### src/rtl/alt_dfe_pkg.sv
// rtl/alt_dfe_pkg.sv - shared register map, CTRL bit positions and FSM encodings
//
// Used by both the AVMM slave and the internal-register master stage so that
// both ends agree on offsets, CTRL layout and the control-FSM encoding.
package alt_dfe_pkg;

  // Slave word offsets
  localparam logic [1:0] REG_CTRL   = 2'd0;
  localparam logic [1:0] REG_CHADDR = 2'd1;
  localparam logic [1:0] REG_WDADDR = 2'd2;
  localparam logic [1:0] REG_DATA   = 2'd3;

  // CTRL/STATUS bit positions
  localparam int CTRL_START   = 0;
  localparam int CTRL_RWN     = 1;
  localparam int CTRL_BUSY    = 8;
  localparam int CTRL_ERROR   = 9;
  localparam int CTRL_TIMEOUT = 10;

  typedef enum logic [1:0] {
    ST_IDLE      = 2'd0,
    ST_TRIGGER   = 2'd1,
    ST_WAIT_DONE = 2'd2
  } dfe_state_e;

endpackage

### src/rtl/alt_dfe_avmm_slave.sv
// rtl/alt_dfe_avmm_slave.sv - AVMM slave that launches internal-register accesses
//
// Ports:
//   i_avmm_clk, i_resetn            clock, synchronous active-low reset
//   i_avmm_saddress/sread/swrite    slave word address and strobes
//   i_avmm_swritedata               slave write data
//   o_avmm_sreaddata                registered read data (valid in 2nd read cycle)
//   o_avmm_swaitrequest             high in the first cycle of every read
//   o_ir_trigger                    one-cycle request pulse to the master stage
//   o_ir_chaddress/wdaddress/
//   o_ir_writedata/o_ir_rwn         request fields, held for the whole operation
//   i_ir_done, i_ir_readdata        completion pulse and read result
module alt_dfe_avmm_slave
  import alt_dfe_pkg::*;
#(
  parameter int NUM_CHANNELS   = 4,
  parameter int DATA_WIDTH     = 16,
  parameter int TIMEOUT_CYCLES = 1023
) (
  input  logic                  i_avmm_clk,
  input  logic                  i_resetn,
  input  logic [1:0]            i_avmm_saddress,
  input  logic                  i_avmm_sread,
  input  logic                  i_avmm_swrite,
  input  logic [DATA_WIDTH-1:0] i_avmm_swritedata,
  output logic [DATA_WIDTH-1:0] o_avmm_sreaddata,
  output logic                  o_avmm_swaitrequest,
  output logic                  o_ir_trigger,
  output logic [DATA_WIDTH-1:0] o_ir_chaddress,
  output logic [DATA_WIDTH-1:0] o_ir_wdaddress,
  output logic [DATA_WIDTH-1:0] o_ir_writedata,
  output logic                  o_ir_rwn,
  input  logic                  i_ir_done,
  input  logic [DATA_WIDTH-1:0] i_ir_readdata
);

  // Counter only needs to reach TIMEOUT_CYCLES-1 before the FSM bails out.
  localparam int CNT_W = (TIMEOUT_CYCLES > 1) ? $clog2(TIMEOUT_CYCLES) : 1;
  localparam logic [CNT_W-1:0]      CNT_LAST = CNT_W'(TIMEOUT_CYCLES - 1);
  localparam logic [DATA_WIDTH-1:0] CH_LIMIT = DATA_WIDTH'(NUM_CHANNELS);

  dfe_state_e            state;
  logic [CNT_W-1:0]      cnt;
  logic [DATA_WIDTH-1:0] chaddr;
  logic [DATA_WIDTH-1:0] wdaddr;
  logic [DATA_WIDTH-1:0] data;
  logic                  rwn;
  logic                  error;
  logic                  timeout;
  logic                  rd_phase;

  logic                  busy;
  logic                  wr_ctrl;
  logic                  start_req;
  logic                  start_ok;
  logic                  start_bad;
  logic                  busy_wr;
  logic                  done_hit;
  logic                  timeout_hit;
  logic                  err_set;
  logic [DATA_WIDTH-1:0] ctrl_rd;
  logic [DATA_WIDTH-1:0] rd_mux;

  assign busy        = (state != ST_IDLE);
  assign wr_ctrl     = i_avmm_swrite && (i_avmm_saddress == REG_CTRL);
  assign start_req   = wr_ctrl && i_avmm_swritedata[CTRL_START];
  assign start_ok    = start_req && !busy && (chaddr < CH_LIMIT);
  assign start_bad   = start_req && !busy && (chaddr >= CH_LIMIT);
  // While busy only a pure W1C CTRL write is legal; anything else is flagged.
  assign busy_wr     = busy && i_avmm_swrite &&
                       ((i_avmm_saddress != REG_CTRL) || i_avmm_swritedata[CTRL_START]);
  assign done_hit    = (state == ST_WAIT_DONE) && i_ir_done;
  assign timeout_hit = (state == ST_WAIT_DONE) && !i_ir_done && (cnt == CNT_LAST);
  assign err_set     = start_bad || busy_wr || timeout_hit;

  // One stall cycle per read; rd_phase marks the cycle the data is presented.
  assign o_avmm_swaitrequest = i_avmm_sread && !rd_phase;

  // Control FSM and request outputs
  always_ff @(posedge i_avmm_clk) begin
    if (!i_resetn) begin
      state          <= ST_IDLE;
      cnt            <= '0;
      o_ir_trigger   <= 1'b0;
      o_ir_chaddress <= '0;
      o_ir_wdaddress <= '0;
      o_ir_writedata <= '0;
      o_ir_rwn       <= 1'b0;
    end else begin
      case (state)
        ST_IDLE: begin
          if (start_ok) begin
            state          <= ST_TRIGGER;
            cnt            <= '0;
            o_ir_trigger   <= 1'b1;
            o_ir_chaddress <= chaddr;
            o_ir_wdaddress <= wdaddr;
            o_ir_writedata <= data;
            o_ir_rwn       <= i_avmm_swritedata[CTRL_RWN];
          end
        end
        ST_TRIGGER: begin
          state        <= ST_WAIT_DONE;
          o_ir_trigger <= 1'b0;
        end
        ST_WAIT_DONE: begin
          if (i_ir_done || timeout_hit) begin
            state <= ST_IDLE;
          end else begin
            cnt <= cnt + 1'b1;
          end
        end
        default: begin
          state        <= ST_IDLE;
          o_ir_trigger <= 1'b0;
        end
      endcase
    end
  end

  // Host-visible registers
  always_ff @(posedge i_avmm_clk) begin
    if (!i_resetn) begin
      chaddr  <= '0;
      wdaddr  <= '0;
      data    <= '0;
      rwn     <= 1'b0;
      error   <= 1'b0;
      timeout <= 1'b0;
    end else begin
      if (i_avmm_swrite && !busy) begin
        case (i_avmm_saddress)
          REG_CHADDR: chaddr <= i_avmm_swritedata;
          REG_WDADDR: wdaddr <= i_avmm_swritedata;
          REG_DATA:   data   <= i_avmm_swritedata;
          default:    rwn    <= i_avmm_swritedata[CTRL_RWN];
        endcase
      end
      if (done_hit && o_ir_rwn) begin
        data <= i_ir_readdata;
      end
      // Hardware set takes priority over a same-cycle W1C clear.
      error   <= err_set ||
                 (error && !(wr_ctrl && i_avmm_swritedata[CTRL_ERROR]));
      timeout <= timeout_hit ||
                 (timeout && !(wr_ctrl && i_avmm_swritedata[CTRL_TIMEOUT]));
    end
  end

  always_comb begin
    ctrl_rd               = '0;
    ctrl_rd[CTRL_RWN]     = rwn;
    ctrl_rd[CTRL_BUSY]    = busy;
    ctrl_rd[CTRL_ERROR]   = error;
    ctrl_rd[CTRL_TIMEOUT] = timeout;
  end

  always_comb begin
    case (i_avmm_saddress)
      REG_CHADDR: rd_mux = chaddr;
      REG_WDADDR: rd_mux = wdaddr;
      REG_DATA:   rd_mux = data;
      default:    rd_mux = ctrl_rd;
    endcase
  end

  // Read data is captured at the end of the stall cycle.
  always_ff @(posedge i_avmm_clk) begin
    if (!i_resetn) begin
      rd_phase         <= 1'b0;
      o_avmm_sreaddata <= '0;
    end else begin
      rd_phase <= i_avmm_sread && !rd_phase;
      if (o_avmm_swaitrequest) begin
        o_avmm_sreaddata <= rd_mux;
      end
    end
  end

endmodule

### config.mk
export PLATFORM = sky130hd
export DESIGN_NAME = alt_dfe_avmm_slave
export DESIGN_NICKNAME = d
export VERILOG_FILES = /design/src/rtl/alt_dfe_pkg.sv /design/src/rtl/alt_dfe_avmm_slave.sv
export SDC_FILE = /design/constraint.sdc
export NUM_CORES = 1
export LEC_CHECK = 0
export CORE_ASPECT_RATIO = 0.6
export CORE_UTILIZATION = 40
export CTS_CLUSTER_DIAMETER = 100
export CTS_CLUSTER_SIZE = 20
export DETAILED_ROUTE_END_ITERATION = 12
export GPL_TIMING_DRIVEN = 1
export PLACE_DENSITY = 0.62
export SYNTH_ARGS = -nofsm -noshare
export SYNTH_HDL_FRONTEND = slang
export SYNTH_SLANG_ARGS = --single-unit
### constraint.sdc
create_clock -name i_avmm_clk -period 4.9 [get_ports i_avmm_clk]
set_clock_uncertainty 0.15 [all_clocks]
set_input_delay 0.98 -clock i_avmm_clk [delete_from_list [all_inputs] [get_ports i_avmm_clk]]
set_output_delay 0.98 -clock i_avmm_clk [all_outputs]
set_load 0.005 [all_outputs]
==> results.sh <==
export IMPL_outcome="finished, final reports clean"
export IMPL_power_per_cell_area_mw_per_mm2=364
export IMPL_cpPeakStageDelay_ns=0.51
export IMPL_leakage_nw=2.53
export IMPL_hold_class="flop to flop"
export IMPL_path_cells="clkdlybuf4s50_1, nor2b_2, clkdlybuf4s50_1"
export IMPL_max_freq_mhz=309
export IMPL_slew_violations=0
export IMPL_post_route_util=0.557
export IMPL_grt_pass1_vias=4154
export IMPL_seq_power_share=0.444
export IMPL_cts_tree="yes"
export IMPL_ys_ff_latch=130
export IMPL_die_height_um=89.6
export IMPL_peakVddDrop_mv=0.252
export IMPL_start_kind="primary input"
export IMPL_synth_edf_count=0
export IMPL_drc=0
export IMPL_arrival_ns=2.11
export IMPL_fin_setup_tns_ns=0
export IMPL_clk_insertion_delay_late_ns=0.42
export IMPL_slew_headroom=0.513
export IMPL_synth_adder_area_share=0.00489
export IMPL_clockPowerShare=0.485
export IMPL_area_growth_pct=33.5
export IMPL_htreeDepth=4
export IMPL_worst_r2r_path_depth=6
export IMPL_drtPass1Iterations=5
export IMPL_dr_first_iter_drc_count=242
export IMPL_power_share_combinational=0.071
export IMPL_r2r_end="cnt[2]"
export IMPL_start_util=0.417
export IMPL_cp_end_kind="output pin"
export IMPL_hold_start="o_ir_wdaddress[13]"
export IMPL_whs_endpoint="o_ir_wdaddress[13]"
export IMPL_crit_path_frequent_cell="clkdlybuf4s50_1"
export IMPL_die_w_um=148
export IMPL_cp_num_buf_inv=2
export IMPL_grt_pass1_wl_um=21600
export IMPL_gp_congestion=0.831
export IMPL_synthFlopType="dfxtp_1"
export IMPL_final_hold_violation_count=0
export IMPL_synth_top_family_by_area="simple AND/OR/NAND/NOR gates"
export IMPL_final_setup_viol_count=0
export IMPL_track_usage=0.215
export IMPL_multi_input_area_mm2=0.00232
export IMPL_rows=31
export IMPL_cp_top_family="buffers and inverters"
export IMPL_wl_um=13600
export IMPL_grt_max_degree=68
export IMPL_cp_required_ns=3.77
export IMPL_synth_area_per_cell_um2=8.97
export IMPL_numClockSinks=130
export IMPL_ios=106
export IMPL_synth_seq_area_share=0.509
export IMPL_reg2reg_setup_slack_ns=2.29
export IMPL_synth_compound_area_frac=0.130
export IMPL_core_mm2=0.0123
export IMPL_antenna_found_initial=0
export IMPL_period_share=0.661
export IMPL_antennaDiodeCount=0
export IMPL_cap_violations=0
export IMPL_routedWlPerCell_um=16.2
export IMPL_worstSetupPathType="primary input to output pin"
export IMPL_yosysUniqueCellTypes=40
export IMPL_clkSlewWorstSetupHoldPaths_ns=0.05
export IMPL_power_switching_uw=566
export IMPL_yosysWarningCount=0
export IMPL_synth_area_mux_share=0.115
export IMPL_synth_xor_area_frac=0.0103
export IMPL_grt_setup_unrepaired="no"
export IMPL_p_sw_frac=0.228
export IMPL_layout_common_cells="130 x dfxtp_1, 112 x nand2_1, 105 x clkdlybuf4s50_1"
export IMPL_layout_commonest_cell="dfxtp_1"
export IMPL_r2r_start="chaddr[5]"
export IMPL_antenna_left=0
export IMPL_tightest_slew_ns=0.729
export IMPL_num_vias=4338
export IMPL_syn_area_mm2=0.00511
export IMPL_cts_path_max_buffers=2
export IMPL_cts_resized_gates=0
export IMPL_slowest_stage="clkdlybuf4s50_1"
export IMPL_port_buffers=105
export IMPL_seq_area_mm2=0.00260
export IMPL_hpwl_um=9560
export IMPL_stdcell_area_mm2=0.00683
export IMPL_syn_nets=611
export IMPL_drive_above_1_share=0.0905
export IMPL_async_reset_ff_frac=0
export IMPL_fillers=1120
export IMPL_root_buffer="clkbuf_16"
export IMPL_min_period_ns=3.24
export IMPL_synthCells=570
export IMPL_hold_buffers=0
export IMPL_grt_overflow=0
export IMPL_nets=703
export IMPL_synthSimpleGateAreaFrac=0.193
export IMPL_numCtsBuffers=17
export IMPL_die_area_mm2=0.0133
export IMPL_p_int_mw=1.92
export IMPL_min_path_cells=2
export IMPL_cp_max_fo=2
export IMPL_viasPerCell=5.17
export IMPL_place_area_mm2=0.00627
export IMPL_cts_setup_buffers=0
-- power by group through the flow --
stage               logic [mW]  registers [mW]  clock network (mW)
floorplan               0.0953            1.12                   0
global placement         0.173            1.13                   0
detailed placement       0.176            1.13                   0
CTS                      0.177            1.10                1.22
global route             0.194            1.11                1.27
finish                   0.177            1.11                1.21
-- state kept, by name, summed over array words and instances, names as in the netlist --
signal / flops
o_ir_chaddress: 16
timeout: 1
rd_phase: 1
o_ir_writedata: 16
o_ir_trigger: 1
error: 1
rwn: 1
o_ir_wdaddress: 16
o_ir_rwn: 1
state: 2
data: 16
o_avmm_sreaddata: 16
cnt: 10
wdaddr: 16
chaddr: 16
-- worst register-to-register path, stage by stage (launching register included) --
cell and delay, ns:
dfxtp_1 0.33, nor4_1 0.39, and4_1 0.35, nand3_2 0.52
buf_4 0.47, nand2_1 0.21, nor2_1 0.08
-- metal layers --
| layer | up-vias | wire length (um) | global-route usage |
|---|---|---|---|
| met5 | - | 0 | 0 |
| met3 | 12 | 787 | 0.0611 |
| met2 | 126 | 5900 | 0.333 |
| met1 | 2044 | 6860 | 0.300 |
| li1 | 2156 | - | - |
| met4 | 0 | 79 | 0.0422 |
-- through the flow --
step / setup slack [ns] / hold slack [ns] / power, mW / std cells
after global placement: 1.44 / 0.296 / 1.30 / 808
after global routing: 1.53 / 0.331 / 2.58 / 839
final: 1.66 / 0.304 / 2.49 / 839
after CTS: 1.64 / 0.309 / 2.50 / 839
after floorplan: 2.34 / 0.283 / 1.22 / 570
after detailed placement: 1.32 / 0.299 / 1.30 / 808
-- worst max path at each step --
stage                  startpoint                  end  slack (ns)  depth (start not counted)
4_1_cts              i_avmm_sread  o_avmm_swaitrequest        1.64                          3
3_5_place_dp   i_avmm_saddress[0]               cnt[5]        1.32                          7
6_report             i_avmm_sread  o_avmm_swaitrequest        1.66                          3
2_1_floorplan        i_avmm_sread  o_avmm_swaitrequest        2.34                          2
5_1_grt        i_avmm_saddress[1]               cnt[8]        1.53                          7
3_3_place_gp   i_avmm_saddress[0]               cnt[9]        1.44                          7
-- cell usage after synthesis (4+ instances only) --
cell type  instances  area (um2)
nand2_1          112         420
a22oi_1           13        97.6
nor4_1             4        25.0
dfxtp_1          130        2600
buf_2             16        80.1
clkbuf_1          22        82.6
mux2i_1           36         360
a21oi_1           56         280
a211oi_1          28         210
nand2b_1           4        25.0
nor2_1            66         248
inv_1              4        15.0
mux4_2             4        90.1
mux2_2            12         135
xnor2_1            6        52.6
nand3_1            9        45.0
and3_1            18         113
-- layout make-up --
cell class                 count  share of cell area
sequential                   130               0.381
inverter                       5             0.00275
timing repair buffer         114               0.164
multi-input combinational    394               0.340
tap                          165              0.0302
clock inverter                11              0.0167
clock buffer                  20              0.0654
-- kinds of logic after synthesis --
kind of cell    Yosys count
compound gates          107
xor+xnor                  6
fa+ha+maj                 2
buf+inv                  46
flops                   130
mux                      52
simple gates            227
(Power assumes the default switching activity.)
==> variant (same settings) <==
The 3 states of `dfe_state_e` get a one-hot encoding in 3 bits.
--- a/src/rtl/alt_dfe_pkg.sv
+++ b/src/rtl/alt_dfe_pkg.sv
@@ -18,8 +18,8 @@
   localparam int CTRL_TIMEOUT = 10;
 
-  typedef enum logic [1:0] {
-    ST_IDLE      = 2'd0,
-    ST_TRIGGER   = 2'd1,
-    ST_WAIT_DONE = 2'd2
+  typedef enum logic [2:0] {
+    ST_IDLE      = 3'b001,
+    ST_TRIGGER   = 3'b010,
+    ST_WAIT_DONE = 3'b100
   } dfe_state_e;
 
Function: no difference found for any inputs over 4 cycles, from zero or initial values and one cycle with i_resetn low; so few cycles prove little.
==> variant against the original RTL <==
- cell area increased by 6.6%
- maximum frequency decreased by 3.3%
- sequential cell count increased by 1
- global-route usage increased by 0.76 points
- synthesized area increased by 6.9%
- first-iteration DRC count increased by 25%
- total power increased by 11%
- wire length increased by 12%
- clock power increased by 21%
- setup slack got worse by 110 ps
- sequential share of layout area decreased by 2.1 points
- critical endpoint unchanged
==> variant: results (changes against the original RTL) <==
- Die width: 152.9 um (was 148.0 um)
- Max clock buf depth: 2 (unchanged)
- GRT Total Usage: 0.2226 (was 0.2150)
- Drt pass-1 iters: 5 (unchanged)
- Combinational share of power: 0.068 (was 0.071)
- Insertion delay to the later sink of the worst-skew pair: 410 ps
- Net Sw Frac: 0.2161 (was 0.2276)
- Synth area leaders: dfxtp_1 (48%), nand2_1 (9.8%), mux2i_1 (6.6%) (was dfxtp_1 (51%), nand2_1 (8.2%), mux2i_1 (7.0%))
- Max stage delay on crit path: 550 ps (was 510 ps)
- Maximum fanout along the worst path: 2 (unchanged)
- Root buf cell: clkbuf_16 (unchanged)
- Total routed wirelength: 15.31 mm (was 13.63 mm)
- Share of layout cells above drive strength 1: 0.09853 (was 0.09050)
- Slew Limit Headroom: 0.3326 (was 0.5128)
- IO buf count: 105 (unchanged)
- Hold Violations, Final: 0 (unchanged)
- CTS buffer count: 17 (unchanged)
- Worst path slowest cell: clkdlybuf4s50_1 (unchanged)
- Synth Flop Type: dfxtp_1 (unchanged)
- Most frequent cells after synthesis: nand2_1 (143), dfxtp_1 (131), mux2i_1 (36) (was dfxtp_1 (130), nand2_1 (112), nor2_1 (66))
- Top delay family on crit path: buffers and inverters (unchanged)
- Share of total power in the clock network: 0.528 (was 0.485)
- Async set or reset register ratio after synthesis: 0 (unchanged)
- Post-synth cell types: 47 (was 40)
- Maximum vdd drop: 0.2336 mV (was 0.2518 mV)
- Post-CTS sizing: 0 (unchanged)
- WP data arrival: 2220 ps (was 2110 ps)
- First-pass GRT wire length: 23.76 mm (was 21.58 mm)
- Filler instances: 1,178 (was 1,120)
- H-tree depth: 4 (unchanged)
- Syn Nets: 617 (was 611)
- GPL Wtd Cong: 0.8857 (was 0.8308)
- Hold Path Class: flip-flop to flip-flop (unchanged)
- Clock-pin slew on the worst setup and hold paths: 50 ps (about the same)
- Layout Nets: 709 (was 703)
- Syn. warnings: 0 (unchanged)
- Max-Cap Viols: 0 (unchanged)
- Largest net degree at the start of global routing: 61 (was 68)
- Initial antenna violation count: 0 (unchanged)
- DP HPWL: 10.71 mm (was 9.564 mm)
- Post-CTS Setup Repair Bufs: 0 (unchanged)
- Leakage: 2.995 nW (was 2.530 nW)
- Iteration-0 DRC Markers: 303 (was 242)
- DP Worst Slack: 1186 ps (was 1322 ps)
- Status: finished clean (unchanged)
- Sequential share of the synthesized area: 0.4799 (was 0.5089)
- Routed vias/inst: 5.282 (was 5.170)
- Inserted Diodes: 0 (unchanged)
- GRT overflow: 0 (unchanged)
- Vias in the first global route: 4,194 (was 4,154)
## variant: cell families after synthesis
logic type / synth area share
AO/OA/AOI/OAI: 0.1630
XOR/XNOR: 0.01122
adder cells (fa/ha/maj): 0.004578
buffers and inverters: 0.03960
flip-flops: 0.4799
multiplexers: 0.1071
AND/OR/NAND/NOR: 0.1946
## variant: stage by stage
| stage | util | cell area [sq um] | power [mW] | instances | hold WS (ps) |
|---|---|---|---|---|---|
| final | 0.5562 | 7282 | 2.766 | 850 | 299.7 |
| after global routing | 0.5562 | 7282 | 2.850 | 850 | 323.5 |
| after CTS | 0.5562 | 7282 | 2.782 | 850 | 305.8 |
| after detailed placement | 0.5043 | 6603 | 1.324 | 819 | 297.9 |
| after global placement | 0.5043 | 6603 | 1.320 | 819 | 295.2 |
| after floorplan | - | 5465 | 1.231 | 576 | 290.4 |
## variant: final cells by class
class / count / area share
Clock inverter: 12 / 0.03110
Tap cell: 170 / 0.02921
Sequential cell: 131 / 0.3601
Multi-Input combinational cell: 399 / 0.3613
Timing Repair Buffer: 115 / 0.1540
Inverter: 4 / 0.002062
Clock buffer: 19 / 0.06220
## variant: final timing paths
kind | startpoint | endpoint | slack [ps] | cells after the start
worst max register to register | state[2]$_SDFFE_PN0P_ | data[10]$_SDFFE_PN0P_ | 2090 | 6
worst max-delay path | i_avmm_sread | o_avmm_swaitrequest | 1550 | 3
worst min-delay path | o_ir_writedata[13]$_SDFFE_PN0P_ | o_ir_writedata[13]$_SDFFE_PN0P_ | 300 | 2
worst min register to register | o_ir_writedata[13]$_SDFFE_PN0P_ | o_ir_writedata[13]$_SDFFE_PN0P_ | 300 | 2
## variant: metal layers
layer | routed length, um | track usage
met5 | 0 | 0
met4 | 162 | 0.05976
met3 | 1019 | 0.05943
met2 | 5777 | 0.2844
met1 | 8349 | 0.3517
